<file path="config.mk">
export PLATFORM = sky130hd
export DESIGN_NAME = squash_unit_l2
export DESIGN_NICKNAME = d
export VERILOG_FILES = /design/src/rtl/squash_unit_l2.sv
export SDC_FILE = /design/constraint.sdc
export NUM_CORES = 1
export LEC_CHECK = 0
export CAP_MARGIN = 10
export CORE_MARGIN = 2
export CORE_UTILIZATION = 39
export CTS_CLUSTER_SIZE = 14
export DETAILED_ROUTE_END_ITERATION = 16
export PLACE_DENSITY_LB_ADDON = 0.12
export SYNTH_ARGS = -nofsm -noshare
export SYNTH_HDL_FRONTEND = slang
export SYNTH_SLANG_ARGS = --single-unit
</file>
<file path="constraint.sdc">
create_clock -name clk -period 10.9 [get_ports clk]
set_input_delay 1.635 -clock clk [delete_from_list [all_inputs] [get_ports clk]]
set_output_delay 1.635 -clock clk [all_outputs]
set_load 0.01 [all_outputs]
</file>
<file path="src/rtl/squash_unit_l2.sv">
`default_nettype none
// ============================================================================
// Module      : squash_unit_l2
// Description : Multi-source squash arbiter. Picks the oldest valid squash
//               request (age measured from the commit pointer, wrap-safe),
//               issues it as a one-cycle registered grant, filters younger or
//               duplicate squashes while an older one is outstanding, and
//               keeps a saturating count of grants.
// Revision    : 1.0 - initial release
// ============================================================================
module squash_unit_l2 #(
    parameter int p_num_arb      = 4,
    parameter int p_seq_num_bits = 5,
    parameter int p_addr_bits    = 32,
    parameter int p_cnt_bits     = 16
) (
    input  logic                                clk,
    input  logic                                rst,
    input  logic [p_num_arb-1:0]                arb_val,
    input  logic [p_num_arb*p_seq_num_bits-1:0] arb_seq_num,
    input  logic [p_num_arb*p_addr_bits-1:0]    arb_target,
    input  logic                                commit_val,
    input  logic [p_seq_num_bits-1:0]           commit_seq_num,
    output logic                                gnt_val,
    output logic [p_seq_num_bits-1:0]           gnt_seq_num,
    output logic [p_addr_bits-1:0]              gnt_target,
    output logic [p_cnt_bits-1:0]               squash_count
);

    localparam int                    c_s       = p_seq_num_bits;
    localparam int                    c_a       = p_addr_bits;
    localparam logic [p_cnt_bits-1:0] c_cnt_max = {p_cnt_bits{1'b1}};

    // Architectural state
    logic [c_s-1:0]        r_base;
    logic                  r_filt_val;
    logic [c_s-1:0]        r_filt_seq;
    logic                  r_gnt_val;
    logic [c_s-1:0]        r_gnt_seq;
    logic [c_a-1:0]        r_gnt_tgt;
    logic [p_cnt_bits-1:0] r_count;

    // Per-source age and eligibility
    logic [c_s-1:0]        w_age  [p_num_arb];
    logic [p_num_arb-1:0]  w_elig;
    logic [c_s-1:0]        w_filt_age;

    // Winner selection results
    logic                  w_found;
    logic [c_s-1:0]        w_best_age;
    logic [c_s-1:0]        w_best_seq;
    logic [c_a-1:0]        w_best_tgt;

    // Age is distance from the oldest uncommitted instruction; modular
    // subtraction keeps ordering correct across sequence-number wrap.
    assign w_filt_age = r_filt_seq - r_base;

    generate
        for (genvar gi = 0; gi < p_num_arb; gi++) begin : g_src
            assign w_age[gi]  = arb_seq_num[gi*c_s +: c_s] - r_base;
            // A request no older than the outstanding squash is already
            // covered by it (equal seq is a duplicate) and is dropped.
            assign w_elig[gi] = arb_val[gi] &&
                                !(r_filt_val && (w_age[gi] >= w_filt_age));
        end
    endgenerate

    // Oldest eligible source wins; strict compare keeps lowest index on ties
    always_comb begin
        w_found    = 1'b0;
        w_best_age = '0;
        w_best_seq = '0;
        w_best_tgt = '0;
        for (int i = 0; i < p_num_arb; i++) begin
            if (w_elig[i] && (!w_found || (w_age[i] < w_best_age))) begin
                w_found    = 1'b1;
                w_best_age = w_age[i];
                w_best_seq = arb_seq_num[i*c_s +: c_s];
                w_best_tgt = arb_target[i*c_a +: c_a];
            end
        end
    end

    // Grant register: one-cycle pulse, payload holds when idle
    always_ff @(posedge clk or negedge rst) begin
        if (!rst) begin
            r_gnt_val <= 1'b0;
            r_gnt_seq <= '0;
            r_gnt_tgt <= '0;
        end else begin
            r_gnt_val <= w_found;
            if (w_found) begin
                r_gnt_seq <= w_best_seq;
                r_gnt_tgt <= w_best_tgt;
            end
        end
    end

    // Filter tracks the outstanding squash; a new grant beats a retiring commit
    always_ff @(posedge clk or negedge rst) begin
        if (!rst) begin
            r_filt_val <= 1'b0;
            r_filt_seq <= '0;
        end else if (w_found) begin
            r_filt_val <= 1'b1;
            r_filt_seq <= w_best_seq;
        end else if (commit_val && r_filt_val && (commit_seq_num == r_filt_seq)) begin
            r_filt_val <= 1'b0;
        end
    end

    // Commit pointer advances past each committing instruction
    always_ff @(posedge clk or negedge rst) begin
        if (!rst) begin
            r_base <= '0;
        end else if (commit_val) begin
            r_base <= commit_seq_num + 1'b1;
        end
    end

    // Saturating grant counter for performance tracing
    always_ff @(posedge clk or negedge rst) begin
        if (!rst) begin
            r_count <= '0;
        end else if (w_found && (r_count != c_cnt_max)) begin
            r_count <= r_count + 1'b1;
        end
    end

    assign gnt_val      = r_gnt_val;
    assign gnt_seq_num  = r_gnt_seq;
    assign gnt_target   = r_gnt_tgt;
    assign squash_count = r_count;

endmodule
`default_nettype wire
</file>
==> impl_metrics.py <==
metrics = {
    "synthesis": {
        "yosys.area_share.xor_xnor": 0.07571,
        "synth-seq-cells": 60,
        "syn_area_per_cell_sq_um": 9.434,
        "synth_compound_area_frac": 0.3065,
        "synth_nets": 734,
        "syn_area_sq_um": 4858,
        "synth-async-reset-ratio": 1.000,
        "yosysMostFrequentCell": "dfrtp_1",
        "synth_top_family_by_area": "compound AO/OA/AOI/OAI gates",
        "yosys-top-cells-area": "dfrtp_1 (31%), ha_1 (14%), a221oi_1 (6.7%)",
        "netlist_instances": 515,
        "yosys.area.top_type": "dfrtp_1",
        "synthAdderAreaFrac": 0.1597,
        "yosysWarnings": 0,
        "yosys.area.top_type_share": 0.3090,
        "synth_edf_count": 0,
        "synth_ff_type": "dfrtp_1",
        "ys_types": 46,
        "synth_simple_gate_area_frac": 0.09889,
        "synth_seq_area_share": 0.3090,
        "synth.top_cells.by_count": "dfrtp_1 (60), nor2_1 (55), ha_1 (54)",
        "muxShareOfSynthArea": 0.004378,
    },
    "worst_setup_path": {
        "cpPeakStageDelay_ns": 0.55,
        "cp-start-kind": "input pin",
        "cp-end-kind": "register",
        "r2r_start": "r_base[0]$_DFFE_PN0P_",
        "reg2reg_to": "gnt_target[18]$_DFFE_PN0P_",
        "critPathSlowestCell": "a21oi_4",
        "cp-startpoint": "arb_seq_num[0]",
        "required_ns": 11.12,
        "critPathMostFrequentCell": "ha_1",
        "crit_path_end": "gnt_target[18]$_DFFE_PN0P_",
        "worst-path-max-fanout": 62,
        "r2r_slack_ns": 2.27,
        "worstPathArrival_ns": 9.80,
        "worst-setup-path-type": "in -> reg",
        "reg2regPathDepth": 36,
    },
    "routing": {
        "drt_first_pass_iters": 5,
        "drtAntennaViolNets": 0,
        "num_vias": 5083,
        "routedWlPerCell_microns": 20.22,
        "via_per_inst": 5.724,
        "drcViolationCount": 0,
        "drt_wl_total_microns": 17950,
        "drt_iter0_drc": 400,
    },
    "sta": {
        "fin_skew_ns": 0.005973,
        "tns_ns": 0,
        "slew_headroom": 0.4547,
        "rsz0062_at_grt": "false",
        "maxSlewViolCount": 0,
        "hold_viol": 0,
        "worstMarginPinSlew_ns": 0.8171,
        "fin_crit_sh": 0.8792,
        "max_freq_mhz": 104.4,
        "period_minus_slack_ns": 9.583,
        "setup_viol_count_final": 0,
    },
    "finish": {
        "finish.utilization": 0.6174,
        "n_antenna_cell": 0,
        "syn_to_final_growth_pct": 53.28,
        "drive_above_1_share": 0.06111,
        "nNetsFinal": 934,
    },
    "pwr": {
        "total_power_mw": 3.253,
        "p_clk_frac": 0.086,
        "power_switching_mw": 1.651,
        "leakagePower_nw": 3.007,
        "power.density_nw_per_um2": 436.8,
        "p_comb_frac": 0.783,
        "p_int_mw": 1.602,
        "vdd_ir_drop_max_mv": 0.2653,
        "p_sw_frac": 0.5076,
        "power_frac_seq": 0.131,
    },
    "clock_network": {
        "cts.htree.levels": 3,
        "cts_sinks": 60,
        "cts_made_buffers": 9,
        "cts.clk_slew.worst_paths_ns": 0.05,
        "cts_resized": 0,
        "postCtsSetupBuffers": 0,
        "cts_tree": "yes",
        "cts-hold-fix-buffers": 0,
        "clk_path_buf_depth": 2,
        "cts.root.buffer_cell": "clkbuf_16",
        "clock_latency_ns": 0.33,
    },
    "floorplanning": {
        "die-area_sq_um": 13370,
        "core_area_sq_um": 12060,
        "io_pins": 214,
        "die_height_microns": 115.6,
        "dieWidth_microns": 115.6,
        "num_rows": 40,
        "start_util": 0.4028,
    },
    "job": {
        "maxCapViolCount": 0,
    },
    "global_routing": {
        "antenna_found_initial": 0,
        "grt_pass1_vias": 5027,
        "grt_max_degree": 63,
        "use_met2": 0.4558,
        "grt_util_all_layers": 0.2653,
        "use_met1": 0.3233,
        "overflow": 0,
        "busiest_layer": "met2",
        "grtUsageMet3": 0.06067,
        "grt_first_pass_wirelength_microns": 27280,
    },
    "outcome": {
        "status": "finished, final reports clean",
    },
    "place": {
        "gp_congestion": 0.9449,
        "place_hpwl_microns": 14050,
        "portBuffers": 213,
    },
    "worst_hold_path": {
        "hold_depth": 1,
        "holdCritPathClass": "reg -> reg",
    },
}
[cells in the final DEF (no fill, tap or decap), drive strengths merged, types with 3 or more instances in the layout]
cell | netlist | routed
a221oi | 37 | 37
clkdlybuf4s50 | 0 | 212
a31oi | 3 | 3
nor2 | 55 | 55
o31ai | 39 | 39
nand2 | 24 | 24
o21ai | 12 | 12
xnor2 | 32 | 32
clkbuf | 20 | 12
a21oi | 27 | 27
ha | 54 | 54
xor2 | 10 | 10
clkinvlp | 0 | 3
buf | 11 | 8
dfrtp | 60 | 60
nand3 | 12 | 12
a21o | 17 | 17
nand2b | 6 | 6
fa | 5 | 5
a22oi | 37 | 37
nand4 | 4 | 4
inv | 22 | 23
o21a | 5 | 5
[registers in the layout, summed over array words and instances, names as in the netlist]
name	count
squash_count	16
gnt_target	32
gnt_val	1
r_filt_seq	5
r_filt_val	1
r_base	5
[kinds of logic (layout without fill, tap and decap cells)]
group                    after synthesis  after routing
XOR/XNOR                              42             42
multiplexers                           2              2
AO/OA/AOI/OAI                        190            190
flip-flops                            60             60
adder cells (fa/ha/maj)               59             59
AND/OR/NAND/NOR                      109            109
buffers and inverters                 53            258
[layer usage]
metal,wire (microns),vias to the layer above
met3,1390,40
met5,0,-
met2,8857,235
met4,562,0
met1,7144,2451
li1,-,2357
[worst max-delay path: cells and delay by family]
| family | cells | cell delay (ns) |
|---|---|---|
| AO/OA/AOI/OAI | 22 | 4.53 |
| adder cells (fa/ha/maj) | 6 | 1.73 |
| buffers and inverters | 5 | 1.27 |
| AND/OR/NAND/NOR | 4 | 0.38 |
| XOR/XNOR | 1 | 0.17 |
[how the worst min path moves through the flow]
stage	startpoint	endpoint	slack, ns
2_1_floorplan	r_base[2]$_DFFE_PN0P_	r_base[2]$_DFFE_PN0P_	0.50
3_3_place_gp	squash_count[9]$_DFFE_PN0P_	squash_count[9]$_DFFE_PN0P_	0.49
3_5_place_dp	squash_count[9]$_DFFE_PN0P_	squash_count[9]$_DFFE_PN0P_	0.49
4_1_cts	squash_count[9]$_DFFE_PN0P_	squash_count[9]$_DFFE_PN0P_	0.50
5_1_grt	squash_count[15]$_DFFE_PN0P_	squash_count[15]$_DFFE_PN0P_	0.52
6_report	squash_count[9]$_DFFE_PN0P_	squash_count[9]$_DFFE_PN0P_	0.50
[stage by stage]
stage / hold slack, ns / instance area (sq um) / cells / setup WS, ns
finish: 0.5045 / 7447 / 888 / 1.317
global route: 0.5203 / 7447 / 888 / 0.6118
CTS: 0.5010 / 7447 / 888 / 1.457
detailed placement: 0.4940 / 7149 / 872 / 1.140
global placement: 0.4868 / 7149 / 872 / 1.486
floorplan: 0.4955 / 4858 / 515 / 2.490
[cell type report]
class	count	area, sq um
fill	1042	4614
multi-input combinational	402	3163
timing repair buffer	220	2192
sequential	60	1501
clock buffer	12	266.5
tap	168	210.2
inverter	22	82.58
clock inverter	4	31.28
[power by group through the flow]
stage | registers [mW] | clock network, mW | logic [mW]
after CTS | 0.427 | 0.283 | 2.55
final | 0.428 | 0.278 | 2.55
after detailed placement | 0.430 | 0 | 2.54
after global routing | 0.439 | 0.293 | 2.83
after global placement | 0.426 | 0 | 2.45
after floorplan | 0.454 | 0 | 1.77
No activity file was read; power rests on OpenSTA's default activity.
